File: src/rtl/ctrl_pkg.sv
// Shared definitions for the ID-stage pipeline controller: opcodes, ALUOp
// codes, the ID/EX control bundle and the halt-drain state encoding.
package ctrl_pkg;

  localparam logic [6:0] R_TYPE = 7'b0110011;
  localparam logic [6:0] I_TYPE = 7'b0010011;
  localparam logic [6:0] LW     = 7'b0000011;
  localparam logic [6:0] SW     = 7'b0100011;
  localparam logic [6:0] BR     = 7'b1100011;
  localparam logic [6:0] HLT    = 7'b1111111;
  localparam logic [6:0] JAL    = 7'b1101111;
  localparam logic [6:0] JALR   = 7'b1100111;
  localparam logic [6:0] LUI    = 7'b0110111;
  localparam logic [6:0] AUIPC  = 7'b0010111;

  localparam logic [1:0] ALUOP_MEM = 2'b00;
  localparam logic [1:0] ALUOP_BR  = 2'b01;
  localparam logic [1:0] ALUOP_R   = 2'b10;
  localparam logic [1:0] ALUOP_I   = 2'b11;

  typedef struct packed {
    logic       alusrc;
    logic       memtoreg;
    logic       regwrite;
    logic       memread;
    logic       memwrite;
    logic [1:0] aluop;
    logic       branch;
    logic       jump;
    logic       halt;
  } ctrl_t;

  // A bubble is a bundle with every enable cleared, so it has no side effects.
  localparam ctrl_t CTRL_BUBBLE = '0;

  typedef enum logic [1:0] {
    RUN,
    DRAIN,
    HALTED
  } state_t;

endpackage

File: src/rtl/opcode_decoder.sv
// Combinational opcode decoder: maps a 7-bit opcode to the control bundle,
// flags undecodable opcodes and reports whether the rs2 field is a source.
module opcode_decoder
  import ctrl_pkg::*;
#(
  parameter int SUPPORT_JUMP = 1
) (
  input  logic [6:0] opcode_i,
  output ctrl_t      ctrl_o,
  output logic       illegal_o,
  output logic       uses_rs2_o
);

  // Truth table of the legacy controller, extended with jump/upper-immediate forms.
  always_comb begin
    ctrl_o     = CTRL_BUBBLE;
    illegal_o  = 1'b0;
    uses_rs2_o = 1'b0;
    case (opcode_i)
      R_TYPE: begin
        ctrl_o.regwrite = 1'b1;
        ctrl_o.aluop    = ALUOP_R;
        uses_rs2_o      = 1'b1;
      end
      I_TYPE: begin
        ctrl_o.alusrc   = 1'b1;
        ctrl_o.regwrite = 1'b1;
        ctrl_o.aluop    = ALUOP_I;
      end
      LW: begin
        ctrl_o.alusrc   = 1'b1;
        ctrl_o.memtoreg = 1'b1;
        ctrl_o.regwrite = 1'b1;
        ctrl_o.memread  = 1'b1;
        ctrl_o.aluop    = ALUOP_MEM;
      end
      SW: begin
        ctrl_o.alusrc   = 1'b1;
        ctrl_o.memwrite = 1'b1;
        ctrl_o.aluop    = ALUOP_MEM;
        uses_rs2_o      = 1'b1;
      end
      BR: begin
        ctrl_o.branch = 1'b1;
        ctrl_o.aluop  = ALUOP_BR;
        uses_rs2_o    = 1'b1;
      end
      HLT: begin
        ctrl_o.halt = 1'b1;
      end
      JAL: begin
        if (SUPPORT_JUMP != 0) begin
          ctrl_o.jump     = 1'b1;
          ctrl_o.regwrite = 1'b1;
        end else begin
          illegal_o = 1'b1;
        end
      end
      JALR: begin
        if (SUPPORT_JUMP != 0) begin
          ctrl_o.jump     = 1'b1;
          ctrl_o.regwrite = 1'b1;
          ctrl_o.alusrc   = 1'b1;
        end else begin
          illegal_o = 1'b1;
        end
      end
      LUI, AUIPC: begin
        if (SUPPORT_JUMP != 0) begin
          ctrl_o.regwrite = 1'b1;
          ctrl_o.alusrc   = 1'b1;
          ctrl_o.aluop    = ALUOP_MEM;
        end else begin
          illegal_o = 1'b1;
        end
      end
      default: begin
        illegal_o = 1'b1;
      end
    endcase
  end

endmodule

File: src/rtl/pipeline_ctrl.sv
// ID-stage pipeline controller: registers the decoded bundle into ID/EX,
// stalls on load-use hazards, flushes on EX redirects and drains the pipe
// before reporting halted.
module pipeline_ctrl
  import ctrl_pkg::*;
#(
  parameter int REG_ADDR_W   = 5,
  parameter int DRAIN_CYCLES = 3,
  parameter int SUPPORT_JUMP = 1
) (
  input  logic                  clk,
  input  logic                  reset,
  input  logic [31:0]           if_id_instr,
  input  logic                  id_ex_memread_q,
  input  logic [REG_ADDR_W-1:0] id_ex_rd_q,
  input  logic                  ex_redirect,
  output logic                  pc_write,
  output logic                  if_id_write,
  output logic                  if_id_flush,
  output ctrl_t                 id_ex_ctrl,
  output logic                  illegal,
  output logic                  halted
);

  localparam int CNT_W = (DRAIN_CYCLES > 1) ? $clog2(DRAIN_CYCLES) : 1;
  localparam logic [CNT_W-1:0] CNT_LOAD = CNT_W'(DRAIN_CYCLES - 1);

  ctrl_t                 dec_ctrl;
  logic                  dec_illegal;
  logic                  dec_uses_rs2;
  logic [REG_ADDR_W-1:0] rs1;
  logic [REG_ADDR_W-1:0] rs2;
  logic                  hazard;
  logic                  unused_instr;

  ctrl_t                 ctrl_q, ctrl_d;
  logic                  illegal_q, illegal_d;
  logic                  halted_q, halted_d;
  state_t                state_q, state_d;
  logic [CNT_W-1:0]      cnt_q, cnt_d;

  opcode_decoder #(
    .SUPPORT_JUMP(SUPPORT_JUMP)
  ) u_decoder (
    .opcode_i  (if_id_instr[6:0]),
    .ctrl_o    (dec_ctrl),
    .illegal_o (dec_illegal),
    .uses_rs2_o(dec_uses_rs2)
  );

  assign rs1          = if_id_instr[15 +: REG_ADDR_W];
  assign rs2          = if_id_instr[20 +: REG_ADDR_W];
  assign unused_instr = ^if_id_instr;

  assign hazard = id_ex_memread_q && (id_ex_rd_q != '0) &&
                  ((id_ex_rd_q == rs1) || (dec_uses_rs2 && (id_ex_rd_q == rs2)));

  assign id_ex_ctrl = ctrl_q;
  assign illegal    = illegal_q;
  assign halted     = halted_q;

  // Next-state and pipeline steering; redirect beats hazard, hazard beats halt.
  always_comb begin
    pc_write    = 1'b1;
    if_id_write = 1'b1;
    if_id_flush = 1'b0;
    ctrl_d      = dec_ctrl;
    illegal_d   = 1'b0;
    state_d     = state_q;
    cnt_d       = cnt_q;
    case (state_q)
      RUN: begin
        if (ex_redirect) begin
          if_id_flush = 1'b1;
          ctrl_d      = CTRL_BUBBLE;
        end else if (hazard) begin
          pc_write    = 1'b0;
          if_id_write = 1'b0;
          ctrl_d      = CTRL_BUBBLE;
        end else if (dec_illegal) begin
          ctrl_d    = CTRL_BUBBLE;
          illegal_d = 1'b1;
        end else if (dec_ctrl.halt) begin
          pc_write    = 1'b0;
          if_id_write = 1'b0;
          ctrl_d      = CTRL_BUBBLE;
          state_d     = DRAIN;
          cnt_d       = CNT_LOAD;
        end
      end
      DRAIN: begin
        pc_write    = 1'b0;
        if_id_write = 1'b0;
        ctrl_d      = CTRL_BUBBLE;
        if (cnt_q == '0) begin
          state_d = HALTED;
        end else begin
          cnt_d = cnt_q - CNT_W'(1);
        end
      end
      default: begin
        pc_write    = 1'b0;
        if_id_write = 1'b0;
        ctrl_d      = CTRL_BUBBLE;
      end
    endcase
    halted_d = halted_q || (state_d == HALTED);
    if (!reset) begin
      pc_write    = 1'b0;
      if_id_write = 1'b0;
      if_id_flush = 1'b1;
    end
  end

  // ID/EX bundle, illegal pulse, halted flag and drain FSM registers.
  always_ff @(posedge clk) begin
    if (!reset) begin
      ctrl_q    <= CTRL_BUBBLE;
      illegal_q <= 1'b0;
      halted_q  <= 1'b0;
      state_q   <= RUN;
      cnt_q     <= '0;
    end else begin
      ctrl_q    <= ctrl_d;
      illegal_q <= illegal_d;
      halted_q  <= halted_d;
      state_q   <= state_d;
      cnt_q     <= cnt_d;
    end
  end

endmodule

File: config.mk
export PLATFORM = sky130hd
export DESIGN_NAME = pipeline_ctrl
export DESIGN_NICKNAME = d
export VERILOG_FILES = /design/src/rtl/ctrl_pkg.sv /design/src/rtl/opcode_decoder.sv /design/src/rtl/pipeline_ctrl.sv
export SDC_FILE = /design/constraint.sdc
export NUM_CORES = 1
export LEC_CHECK = 0
export BUFFER_PORTS_ARGS = -buffer_cell sky130_fd_sc_hd__buf_4
export CORE_ASPECT_RATIO = 0.7
export CORE_UTILIZATION = 41
export DETAILED_ROUTE_END_ITERATION = 10
export PLACE_DENSITY_LB_ADDON = 0.2
export SLEW_MARGIN = 10
export SYNTH_ARGS = -nofsm -noshare
export SYNTH_HDL_FRONTEND = slang
export SYNTH_SLANG_ARGS = --single-unit
export TNS_END_PERCENT = 20
File: constraint.sdc
create_clock -name clk -period 1.8 [get_ports clk]
set_input_delay 0.18 -clock clk [delete_from_list [all_inputs] [get_ports clk]]
set_output_delay 0.18 -clock clk [all_outputs]
set_load 0.02 [all_outputs]
# --- Word level (Yosys, flattened, before mapping) ---
# Cells that the tools add are included.
classes:
  addsub: 1
  n_eq_ne: 19
  muxes: 31
  n_bitwise: 3
  n_reduce_logical: 18
op_table:
  columns: ["operator", "count"]
  rows:
  - ["7-bit equality test, second input constant", 4]
  - ["7-bit by 6-bit equality test with 1-bit output, second input constant", 3]
  - ["2-bit 2-to-1 mux", 10]
  - ["1-bit 2-to-1 mux", 18]
  - ["7-bit by 5-bit equality test with 1-bit output, second input constant", 2]
  - ["6-bit OR reduction", 2]
  - ["5-bit equality test", 2]
  - ["2-bit != test, second input constant", 5]
  - ["10-bit OR reduction", 1]
  - ["2-bit one-hot mux with 2 select lines", 2]
  - ["7-bit by 2-bit equality test with 1-bit output, second input constant", 1]
  - ["7-bit OR reduction", 1]
  - ["2-bit one-hot mux with 3 select lines", 1]
  - ["6-bit AND reduction", 1]
  - ["5-bit nonzero test", 1]
  - ["5-bit OR reduction", 1]
  - ["2-bit logical NOT", 2]
  - ["4-bit OR reduction", 1]
  - ["1-bit logical AND", 3]
  - ["1-bit NOT", 3]
  - ["3-bit OR reduction", 1]
  - ["2-bit by 1-bit equality test with 1-bit output, second input constant", 1]
  - ["2-bit equality test, second input constant", 1]
  - ["1-bit logical OR", 2]
  - ["3 further kinds", 3]
word_totals:
  reg_bits: 15
  in_bits: 41
  out_inout_bits: 15
  elab_cells: 84

# --- Depth between registers and ports, before layout ---
# Gate-level depths: netlist (run 1).
logic_depth:
  depth_word: 11
  depth_mapped: 7
  depth_no_buf: 7

# --- Cells and area by module ---
# Synthesis (run 1) repeated with hierarchy kept, for this count alone.
hier_totals:
  hier_cells: 111
  area_unflattened_um2: 930.9
modules_own_cells:
  columns: ["mod", "n_inst", "cells_each", "area_each_um2", "seq_area_each_um2"]
  rows:
  - ["pipeline_ctrl", 1, 78, 711.9, 300.3]
  - ["opcode_decoder", 1, 33, 219.0, 0.0]

# --- Least setup slack after synthesis (run 1) ---
# Ideal clock, no wire load.
synth_timing:
  path_kind: "in2out"
  startpoint: "in id_ex_rd_q[1]"
  endpoint: "out pc_write"
  t_arrival_ns: 1.653
  t_required_ns: 1.620
  path_slack_ns: -0.033
  stages: 5
  n_path_buf: 1
  cell_sequence: "or4_1 o21ai_1 o21ai_0 a21oi_1 buf_4"
synth_via:
  elab_chain_cells: 8
  word_cells_on_any_way: 11
  cone_classes: "eq/ne (2); mux (4); reduce/logical (5)"
synth_rtl:
  columns: ["item", "line_no", "rtl"]
  rows:
  - ["from (decl)", "pipeline_ctrl.sv:15", "input logic [REG_ADDR_W-1:0] id_ex_rd_q,"]
  - ["5-bit equality test", "pipeline_ctrl.sv:56", "((id_ex_rd_q == rs1) || (dec_uses_rs2 && (id_ex_rd_q == rs2)));"]
  - ["1-bit logical AND", "pipeline_ctrl.sv:56", null]
  - ["1-bit logical OR", "pipeline_ctrl.sv:56", null]
  - ["1-bit logical AND *", "pipeline_ctrl.sv:55", "assign hazard = id_ex_memread_q && (id_ex_rd_q != '0) &&"]
  - ["1-bit 2-to-1 mux * (4 in a row)", null, null]
  - ["to (decl)", "pipeline_ctrl.sv:17", "output logic pc_write,"]
# Every way passes the cells marked *; elsewhere a longest branch is shown, timed or not.

# --- Worst setup path in the final report (run 1) ---
layout_timing:
  startpoint: "in if_id_instr[2]"
  endpoint: "out pc_write"
layout_via:
  elab_chain_cells: 10
  word_cells_on_any_way: 23
  cone_classes: "eq/ne (10); mux (8); reduce/logical (5)"
layout_rtl:
  columns: ["item", "line_no", "rtl"]
  rows:
  - ["from (decl)", "pipeline_ctrl.sv:13", "input logic [31:0] if_id_instr,"]
  - ["7-bit by 6-bit equality test with 1-bit output / 7-bit equality test (equally long branches)", "opcode_decoder.sv:19", "case (opcode_i)"]
  - ["3-bit OR reduction (no source line)", null, null]
  - ["1-bit 2-to-1 mux", "opcode_decoder.sv:19", null]
  - ["1-bit logical AND", "pipeline_ctrl.sv:56", null]
  - ["1-bit logical OR", "pipeline_ctrl.sv:56", null]
  - ["1-bit logical AND", "pipeline_ctrl.sv:55", null]
  - ["1-bit 2-to-1 mux *", "pipeline_ctrl.sv:76", "end else if (hazard) begin"]
  - ["1-bit 2-to-1 mux *", "pipeline_ctrl.sv:73", "if (ex_redirect) begin"]
  - ["1-bit 2-to-1 mux *", "pipeline_ctrl.sv:71", "case (state_q)"]
  - ["1-bit 2-to-1 mux *", "pipeline_ctrl.sv:108", "if (!reset) begin"]
# Marks and branches as above.

==> summary.md, run 1 <==
| Metric | Value |
|---|---|
| Global-route wire length before repair | `just over 3 mm` |
| CTS tree | `done` |
| Final ANT Viol Nets | `0` |
| Pin count of the biggest net entering global routing | `12` |
| Hpwl dp | `about 1.6 mm` |
| Final wirelength | `1.917 mm` |
| Via/cell ratio | `between 5 and 6` |
| Drt wl/cell | `about 11 um` |
| Worst path max stage delay | `~0.34 ns` |
| Iter 0 DRT Violations | `18` |
| Share of layout cells above drive strength 1 | `0.3699` |
| Clock slew at reported path FFs | `0.07 ns` |
| Static Leakage | `between 0.5 and 0.6 nW` |
| Most common cell on crit path | `buf_4` |
| H-tree levels | `1` |
| Final #Nets | `190` |
| Register area share after synthesis | `0.3280` |
| Reg2Reg Depth | `7` |
| Minimum clock period | `roughly 1.6 ns` |
| Design Power | `about 0.00064 W` |
| Slew Viols, Final | `0` |
| Core Rows | `13` |
| Layout Utilization | `0.6331` |
| Synth area leader | `dfxtp_1` |
| GR Overflow Total | `0` |
| Pwr Density | `between 500 and 600 nW/um^2` |
| Post-placement setup slack | `between 0.03 and 0.04 ns` |
| Crit share post-route | `0.9120` |
| IO Count | `56` |
| WHS Endpoint | `id_ex_ctrl[6]$_SDFF_PP0_` |
| Die Y | `about 40 um` |
| Most area-consuming cells after synthesis | `dfxtp_1, xor2_1, nor2_1` |
| Skew final | `0.009427 ns` |
| Setup TNS | `0 ns` |
| Beginning of the worst hold path | `if_id_instr[5]` |
| Starting Density | `0.4490` |
| Initial antenna violation count | `0` |
| Netlist cell types | `34` |
| PortBufs | `39` |
| Reported max-cap violation count | `0` |
| Top FF cell, synth | `dfxtp_1` |
| Cells along the critical path | `buf_4 > nand4bb_4 > a2111oi_4 > a22oi_2 > o21ai_1 > a21oi_2 > buf_4` |
| CP Class | `input port to output port` |
| Cells after Synth | `105` |
| Critical Path RT | `roughly 1.6 ns` |
| R2R Path Start | `cnt_q[0]$_SDFFE_PN0P_` |
| Layout area overhead | `41.00%` |
| Hold Fails Final Rpt | `0` |
| Root buffer cell | `clkbuf_4` |
| Slowest CP cell | `a2111oi_4` |
| Core box area | `about 1900 sq um` |
| Crit end category | `output port` |
| Syn Std Cell Area | `about 850 sq um` |
| Yosys synthesis warning count | `0` |
| Clock sink total | `14` |
| Via count | `~880` |
| Hold Path Class | `input port to register` |
| Die X | `56.57 um` |
| GPL Wtd Cong | `approximately 0.83` |
| Setup crit start | `if_id_instr[2]` |
| Status | `finished, final reports clean` |
| DIE AREA | `between 2000 and 2500 sq um` |
| Final setup viols | `0` |
| Post-synth top area share | `0.3280` |
| Antenna cells | `0` |
| Critical R2R Capture | `cnt_q[1]$_SDFFE_PN0P_` |
| DR DRC count | `0` |
| Post-synth EDFFs | `0` |
| Synthesized Nets | `~150` |
| Crit path DAT | `between 1 and 1.5 ns` |
| GRT Util Overall | `0.1789` |
| Worst VDD drop | `around 0.00036 V` |
| Worst Path Max Fanout | `4` |
| Post-synth ARST share | `0` |
| Setup slack, reg-to-reg | `~0.19 ns` |
| First-pass detailed-route iteration total | `4` |
| Achievable Freq | `a little over 600 MHz` |
| Critical Path Start Type | `input port` |
| Worst Hold Depth | `2` |
| #FFs+latches synth | `14` |
| Synthesized area per cell | `just over 8 sq um` |
| CTS Buffer Depth | `2` |
| RSZ-0062 raised after global routing | `yes` |
| Worst skew pair latency | `~0.28 ns` |
| Number of global-route vias before repair | `between 600 and 700` |
| Design Area, Final | `approximately 1200 sq um` |
| Setup ws final | `between 0.15 and 0.2 ns` |
| Total CTS buffers | `3` |
| DP Area | `1179 sq um` |
-- placed cells by master, fill, tap and decap left out, drive strengths merged, types with 2 or more instances in the layout --
| cell | netlist | final |
|---|---|---|
| dfxtp | 14 | 14 |
| nand2 | 8 | 8 |
| clkbuf | 2 | 3 |
| nor4 | 6 | 6 |
| buf | 3 | 43 |
| inv | 6 | 6 |
| nor3 | 6 | 6 |
| nor2b | 2 | 2 |
| nor2 | 12 | 12 |
| xor2 | 10 | 10 |
| a21oi | 8 | 8 |
| a22oi | 2 | 2 |
| nand3 | 2 | 2 |
| or4 | 2 | 2 |
| o21ai | 6 | 6 |
-- power by group --
| part | internal, W | leakage, nW | switching (W) |
|---|---|---|---|
| Combinational | 0.0000765 | 0.389 | 0.0000796 |
| Sequential | 0.000312 | 0.113 | 0.000000581 |
| Clock | 0.0000777 | 0.0138 | 0.0000986 |
| Total | 0.000466 | 0.515 | 0.000179 |
-- critical path, delay by kind of cell --
kind | cells | cell delay, ns
simple gates | 1 | 0.25
buf+inv | 2 | 0.27
compound gates | 4 | 0.75
-- layer usage --
layer	share of wire	vias up	track usage
met5	0	-	0
li1	-	459	-
met4	0.011	0	0.07317
met3	0.056	3	0.01935
met1	0.50	381	0.2400
met2	0.44	34	0.3029
-- final cells by class --
class	instances	area [sq um]
Clock buffer	3	22.52
Multi-Input combinational cell	80	529.3
Sequential cell	14	280.3
Tap cell	22	27.53
Timing Repair Buffer	43	322.8
Fill cell	166	698.2
Inverter	6	22.52
-- how the worst max path moves through the flow --
| stage | slack (ns) | cells after the start | endpoint |
|---|---|---|---|
| 5_1_grt | -0.02 | 7 | cnt_q[1]$_SDFFE_PN0P_ |
| 2_1_floorplan | 0.1 | 5 | pc_write |
| 3_5_place_dp | 0.04 | 6 | cnt_q[0]$_SDFFE_PN0P_ |
| 4_1_cts | 0.07 | 6 | pc_write |
| 6_report | 0.16 | 7 | pc_write |
| 3_3_place_gp | 0.04 | 6 | cnt_q[0]$_SDFFE_PN0P_ |
-- synth_stat cells, types with 2 or more instances --
| master | instances |
|---|---|
| dfxtp_1 | 14 |
| nor3_1 | 6 |
| clkbuf_1 | 2 |
| xor2_1 | 10 |
| a21oi_1 | 8 |
| nor2b_1 | 2 |
| inv_1 | 6 |
| nand3_1 | 2 |
| or4_1 | 2 |
| nor2_1 | 12 |
| buf_4 | 3 |
| o21ai_0 | 4 |
| nand2_1 | 8 |
| nor4_1 | 6 |
-- flip-flops by register name, indices dropped and copies added, names as in the netlist --
| register | cells |
|---|---|
| halted | 1 |
| id_ex_ctrl | 8 |
| illegal | 1 |
| state_q | 2 |
| cnt_q | 2 |
-- metrics by stage --
step | hold WS, ns | instances
after floorplan | 0.2585 | 105
after global placement | 0.3981 | 165
after detailed placement | 0.3964 | 165
after CTS | 0.1043 | 168
after global routing | 0.1057 | 168
final | 0.1104 | 168
-- cells by family after synthesis --
family,count (synthesis),synth area share
adder cells (fa/ha/maj),1,0.01464
buffers and inverters,11,0.06149
other,1,0.004388
AO/OA/AOI/OAI,22,0.1860
flip-flops,14,0.3280
XOR/XNOR,10,0.1025
AND/OR/NAND/NOR,46,0.3031
-- timing repair --
action,in CTS,in global routing
endpoints found under the setup margin,0,3
resized for setup,0,2
hold endpoints to repair,0,0
hold buffers,0,0
buffers inserted,0,0
Power figures use the tool's default switching activity.
==> run 2: changes to the inputs <==
Settings changed: CORE_UTILIZATION 41 to 37, CTS_CLUSTER_DIAMETER from default to 30.
Clock period 1.8 ns to 1.5 ns, I/O delays scaled along.
==> summary.md, run 2 (synthesized netlist as in run 1, its figures left out) <==
| Metric | Value |
|---|---|
| Worst VDD drop | `0.0002973 V (was 0.0003598 V)` |
| Combinational power share | `0.263 (was 0.242)` |
| Pwr Density | `614.1 nW/um^2 (was 534.8 nW/um^2)` |
| R2R Path Start | `cnt_q[0]$_SDFFE_PN0P_ (unchanged)` |
| Iter 0 DRT Violations | `58 (was 18)` |
| H-tree levels | `1 (unchanged)` |
| Root buffer cell | `clkbuf_4 (unchanged)` |
| Crit end category | `output port (unchanged)` |
| Number of global-route vias before repair | `920 (was 698)` |
| Clock slew at reported path FFs | `0.08 ns (was 0.07 ns)` |
| Die X | `59.44 um (was 56.57 um)` |
| Pin count of the biggest net entering global routing | `11 (was 12)` |
| Internal | `0.0006396 W (was 0.0004657 W)` |
| Worst Path Max Fanout | `3 (was 4)` |
| Minimum clock period | `~1.6 ns` |
| Core box area | `2172 sq um (was 1903 sq um)` |
| Achievable Freq | `roughly 640 MHz` |
| Hold_ws | `0.07892 ns (was 0.1104 ns)` |
| Status | `finished with violations (was finished, final reports clean)` |
| Initial antenna violation count | `0 (unchanged)` |
| Die Y | `42.21 um (was 40.20 um)` |
| Reg2Reg Depth | `7 (unchanged)` |
| Static Leakage | `0.6115 nW (was 0.5154 nW)` |
| DIE AREA | `2509 sq um (was 2274 sq um)` |
| PortBufs | `39 (unchanged)` |
| Skew final | `0.001825 ns (was 0.009427 ns)` |
| Antenna cells | `0 (unchanged)` |
| Clk pwr share | `0.307 (was 0.273)` |
| Most frequent cells in the layout | `buf_4, dfxtp_1, nor2_1 (unchanged)` |
| Hpwl dp | `1.804 mm (was 1.562 mm)` |
| Setup crit start | `id_ex_rd_q[2] (was if_id_instr[2])` |
| Final setup viols | `2 (was 0)` |
| Layout area overhead | `66.03% (was 41.00%)` |
| Clock sink total | `14 (unchanged)` |
| CTS tree | `done (unchanged)` |
| Seq pwr share | `0.430 (was 0.484)` |
| Failing checks | `setup timing` |
| Share of layout cells above drive strength 1 | `0.4878 (was 0.3699)` |
| Core Rows | `14 (was 13)` |
| Hold Fails Final Rpt | `0 (unchanged)` |
| Post-placement setup slack | `-0.2230 ns (was 0.03722 ns)` |
| Reported max-cap violation count | `0 (unchanged)` |
| Area of the multi-input gates | `574.3 sq um (was 529.3 sq um)` |
| Hold Path Class | `input port to register (unchanged)` |
| Via/cell ratio | `5.092 (was 5.220)` |
| Setup ws final | `-0.05363 ns (was 0.1585 ns)` |
| Final ANT Viol Nets | `0 (unchanged)` |
| Layout fillers | `207 (was 166)` |
| GR Overflow Total | `0 (unchanged)` |
| Beginning of the worst hold path | `if_id_instr[5] (unchanged)` |
| Switching share of power | `0.2660 (was 0.2773)` |
| First-pass detailed-route iteration total | `6 (was 4)` |
| RSZ-0062 raised after global routing | `yes (unchanged)` |
| CP Class | `input port to output port (unchanged)` |
| P_sw | `0.0002318 W (was 0.0001787 W)` |
| Via count | `998 (was 877)` |
| Global-route wire length before repair | `3.739 mm (was 3.029 mm)` |
| IO Count | `56 (unchanged)` |
| Setup TNS | `-0.1050 ns (was 0 ns)` |
| GPL Wtd Cong | `0.8187 (was 0.8251)` |
| Layout Utilization | `0.6532 (was 0.6331)` |
| Crit path DAT | `1.40 ns (was 1.46 ns)` |
| Critical Path RT | `1.35 ns (was 1.62 ns)` |
| Slew Viols, Final | `0 (unchanged)` |
| GRT Util Overall | `0.2004 (was 0.1789)` |
| Seq. cell area | `280.3 sq um (unchanged)` |
| Total CTS buffers | `3 (unchanged)` |
| Final wirelength | `2.324 mm (was 1.917 mm)` |
| Largest register FFs | `8 (unchanged)` |
| Crit share post-route | `1.036` |
| Final #Nets | `207 (was 190)` |
| DR DRC count | `0 (unchanged)` |
| Critical Path Start Type | `input port (unchanged)` |
| Worst skew pair latency | `0.27 ns (was 0.28 ns)` |
| CTS Buffer Depth | `2 (unchanged)` |
| Drt wl/cell | `11.86 um (was 11.41 um)` |
| Starting Density | `0.3934 (was 0.4490)` |
| Number of hold buffers added after CTS | `0 (unchanged)` |
| Worst Hold Depth | `2 (unchanged)` |
| Commonest non-fill, non-tap cell in the layout | `buf_4 (unchanged)` |
==> run 2: what timing repair did <==
| item | in CTS | in global routing |
|---|---|---|
| setup endpoints to repair | 3 | 5 |
| endpoints found under the hold margin | 0 | 0 |
| pin swaps | 9 | 3 |
| resized for setup | 9 | 3 |
| gates cloned | 0 | 0 |
| setup buffers | 2 | 1 |
==> run 2: per-stage QoR <==
step	total power, W	instance area, sq um	instances
floorplan	0.0004765	873.3	105
global placement	0.0005903	1311	189
global route	0.0009107	1419	196
finish	0.0008713	1419	196
CTS	0.0008743	1404	195
detailed placement	0.0005963	1311	189
==> run 2: path summary, 6_finish.rpt <==
kind / slack [ns] / to
setup / recovery: -0.05 / pc_write
hold / removal: 0.08 / id_ex_ctrl[6]$_SDFF_PP0_
setup reg to reg: 0.02 / cnt_q[0]$_SDFFE_PN0P_
hold reg to reg: 0.49 / halted$_SDFF_PN0_
==> run 2: layout make-up <==
class                      instances  share of cell area
timing repair buffer              60              0.3280
sequential                        14              0.1975
tap                               32             0.02822
clock buffer                       4             0.02557
inverter                           6             0.01587
multi-input combinational         80              0.4048
==> run 2: power by group through the flow <==
stage                     Sequential [W]  Combinational, W  Clock (W)
after floorplan                 0.000386         0.0000900          0
after global placement          0.000383          0.000207          0
after detailed placement        0.000383          0.000213          0
after CTS                       0.000375          0.000226   0.000274
after global routing            0.000375          0.000247   0.000288
final                           0.000375          0.000229   0.000268
==> run 2: worst max-delay path: stages <==
cell and delay, ns:
buf_4 0.13, xor2_1 0.16, nor4_2 0.30, a22oi_2 0.14, buf_4 0.16, o21ai_2 0.14
a21oi_2 0.08, buf_4 0.15
==> run 2: per-layer routing <==
layer | track usage | up-vias | wire, um
li1 | - | 488 | -
met1 | 0.2438 | 459 | 986
met2 | 0.3326 | 49 | 1163
met3 | 0.04630 | 2 | 170
met4 | 0.09048 | 0 | 3
met5 | 0 | - | 0
==> run 3: changes to the inputs <==
Settings changed: BUFFER_PORTS_ARGS -buffer_cell sky130_fd_sc_hd__buf_4 to default, CORE_ASPECT_RATIO 0.7 to default, CORE_UTILIZATION 37 to 54, DONT_BUFFER_PORTS from default to 1.
==> summary.md, run 3 (synthesized netlist as in run 1, its figures left out) <==
| Metric | Value |
|---|---|
| Drt wl/cell | `16.01 um (was 11.86 um)` |
| CTS tree | `done (unchanged)` |
| DIE AREA | `1746 sq um (was 2509 sq um)` |
| Worst path max stage delay | `0.37 ns (was 0.30 ns)` |
| Iter 0 DRT Violations | `20 (was 58)` |
| Slew Viols, Final | `0 (unchanged)` |
| Layout fillers | `98 (was 207)` |
| Die X | `41.78 um (was 59.44 um)` |
| Final ANT Viol Nets | `0 (unchanged)` |
| Status | `finished, final reports clean (was finished with violations)` |
| Worst VDD drop | `0.0004088 V (was 0.0002973 V)` |
| Final setup viols | `0 (was 2)` |
| RSZ-0062 raised after global routing | `yes (unchanged)` |
| Cells along the critical path | `nor2_1 > nand2_1 > nor2_2 > o21ai_2 > buf_4 > nor4_1 (was buf_4 > xor2_1 > nor4_2 > a22oi_2 > buf_4 > o21ai_2 > a21oi_2 > buf_4)` |
| CP top delay family | `simple AND/OR/NAND/NOR gates (was buffers and inverters)` |
| Critical Path RT | `1.66 ns (was 1.35 ns)` |
| IO Count | `56 (unchanged)` |
| Reg2Reg Depth | `6 (was 7)` |
| H-tree levels | `1 (unchanged)` |
| Starting Density | `0.6181 (was 0.3934)` |
| Cell count along the critical path | `6 (was 8)` |
| Via count | `849 (was 998)` |
| Global-route wire length before repair | `3.463 mm (was 3.739 mm)` |
| Minimum clock period | `1.462 ns (was 1.554 ns)` |
| PortBufs | `0 (was 39)` |
| CTS Buffer Depth | `2 (unchanged)` |
| GR Overflow Total | `0 (unchanged)` |
| First-pass detailed-route iteration total | `4 (was 6)` |
| Bufs and invs on worst path | `1 (was 3)` |
| Final #Nets | `162 (was 207)` |
| Static Leakage | `0.3790 nW (was 0.6115 nW)` |
| Core box area | `1383 sq um (was 2172 sq um)` |
| Pin count of the biggest net entering global routing | `12 (was 11)` |
| Final wirelength | `2.146 mm (was 2.324 mm)` |
| Number of global-route vias before repair | `788 (was 920)` |
| Achievable Freq | `684.1 MHz (was 643.7 MHz)` |
| Most frequent cells in the layout | `dfxtp_1, nor2_1, xor2_1 (was buf_4, dfxtp_1, nor2_1)` |
| Share of layout cells above drive strength 1 | `0.2437 (was 0.4878)` |
| Worst Path Max Fanout | `9 (was 3)` |
| Commonest non-fill, non-tap cell in the layout | `dfxtp_1 (was buf_4)` |
| Seq. cell area | `280.3 sq um (unchanged)` |
| Root buffer cell | `clkbuf_4 (unchanged)` |
| Hold_ws | `0.06556 ns (was 0.07892 ns)` |
| Worst Hold Depth | `2 (unchanged)` |
| Critical Path Start Type | `register (was input port)` |
| GRT Util Overall | `0.2547 (was 0.2004)` |
| Crit path DAT | `1.63 ns (was 1.40 ns)` |
| DR DRC count | `0 (unchanged)` |
| Die Y | `41.78 um (was 42.21 um)` |
| Hpwl dp | `1.427 mm (was 1.804 mm)` |
| Crit share post-route | `0.9745 (was 1.036)` |
| Clock slew at reported path FFs | `0.09 ns (was 0.08 ns)` |
| Pwr Density | `735.3 nW/um^2 (was 614.1 nW/um^2)` |
| Layout Utilization | `0.7647 (was 0.6532)` |
| Skew final | `0.008405 ns (was 0.001825 ns)` |
| Setup ws final | `0.03832 ns (was -0.05363 ns)` |
| Reported max-cap violation count | `0 (unchanged)` |
| Crit end category | `register (was output port)` |
| Post-placement setup slack | `-0.07705 ns (was -0.2230 ns)` |
| Clock sink total | `14 (unchanged)` |
| Slowest CP cell | `dfxtp_1 (was nor4_2)` |
| Layout area overhead | `23.72% (was 66.03%)` |
| Initial antenna violation count | `0 (unchanged)` |
| Hold Path Class | `input port to register (unchanged)` |
| CP Class | `register to register (was input port to output port)` |
| Worst skew pair latency | `0.29 ns (was 0.27 ns)` |
| Core Rows | `13 (was 14)` |
| Design Area, Final | `1057 sq um (was 1419 sq um)` |
| Hold Fails Final Rpt | `0 (unchanged)` |
| Total CTS buffers | `3 (unchanged)` |
| Antenna cells | `0 (unchanged)` |
| Via/cell ratio | `6.336 (was 5.092)` |
| GPL Wtd Cong | `0.9367 (was 0.8187)` |
| DP Area | `922.1 sq um (was 1311 sq um)` |
| Largest register FFs | `8 (unchanged)` |
| Area of the multi-input gates | `571.8 sq um (was 574.3 sq um)` |
| Setup TNS | `0 ns (was -0.1050 ns)` |
[run 3: cell types whose count changed in the layout (fill, tap and decap cells not counted)]
| cell | previous run | this run |
|---|---|---|
| buf_6 | 4 | 0 |
| nor4_1 | 5 | 3 |
| buf_4 | 56 | 9 |
| xor2_2 | 1 | 0 |
| nor3b_1 | 0 | 1 |
| nor3_2 | 1 | 0 |
| nor3_1 | 5 | 6 |
| nor3b_2 | 1 | 0 |
| nor2_1 | 12 | 11 |
| xor2_1 | 9 | 10 |
| dlygate4sd3_1 | 0 | 6 |
| nor4_2 | 1 | 3 |
| nor2_2 | 0 | 1 |
[run 3: worst paths after layout]
kind                              start  slack (ns)                  endpoint
setup / recovery  state_q[0]$_SDFF_PN0_        0.04  id_ex_ctrl[5]$_SDFF_PP0_
hold / removal                    reset        0.07     state_q[1]$_SDFF_PN0_
setup reg to reg  state_q[0]$_SDFF_PN0_        0.04  id_ex_ctrl[5]$_SDFF_PP0_
hold reg to reg   cnt_q[1]$_SDFFE_PN0P_        0.55     cnt_q[1]$_SDFFE_PN0P_
[run 3: power breakdown]
part / switching (W) / total [W] / internal [W] / leakage [nW]
logic: 0.0000661 / 0.000125 / 0.0000587 / 0.245
clock network: 0.000127 / 0.000275 / 0.000148 / 0.0210
registers: 0.00000406 / 0.000378 / 0.000374 / 0.113
[run 3: repair_timing]
action                     in CTS  in global routing
setup endpoints to repair       3                  9
gates resized for setup         2                  6
hold endpoints to repair        6                  1
pin swaps                       1                  5
gates cloned                    0                  0
hold buffers                    5                  1
buffers inserted                0                  1
[run 3: layout make-up]
type / instances / area share
clock buffer: 4 / 0.03432
timing repair buffer: 15 / 0.1207
multi-input combinational: 80 / 0.5408
sequential: 14 / 0.2651
tap: 15 / 0.01775
inverter: 6 / 0.02130
[run 3: routing by layer]
layer,routed length (um),global-route usage,vias to the layer above
met3,146,0.03478,5
li1,-,-,403
met1,908,0.3245,398
met2,1065,0.4219,43
met5,0,0,-
met4,25,0.1161,0
[run 3: per-stage QoR]
step	power, W	std cells
6_report	0.0007774	134
5_1_grt	0.0008033	134
3_5_place_dp	0.0004871	123
4_1_cts	0.0007579	132
2_1_floorplan	0.0004765	105
3_3_place_gp	0.0004838	123
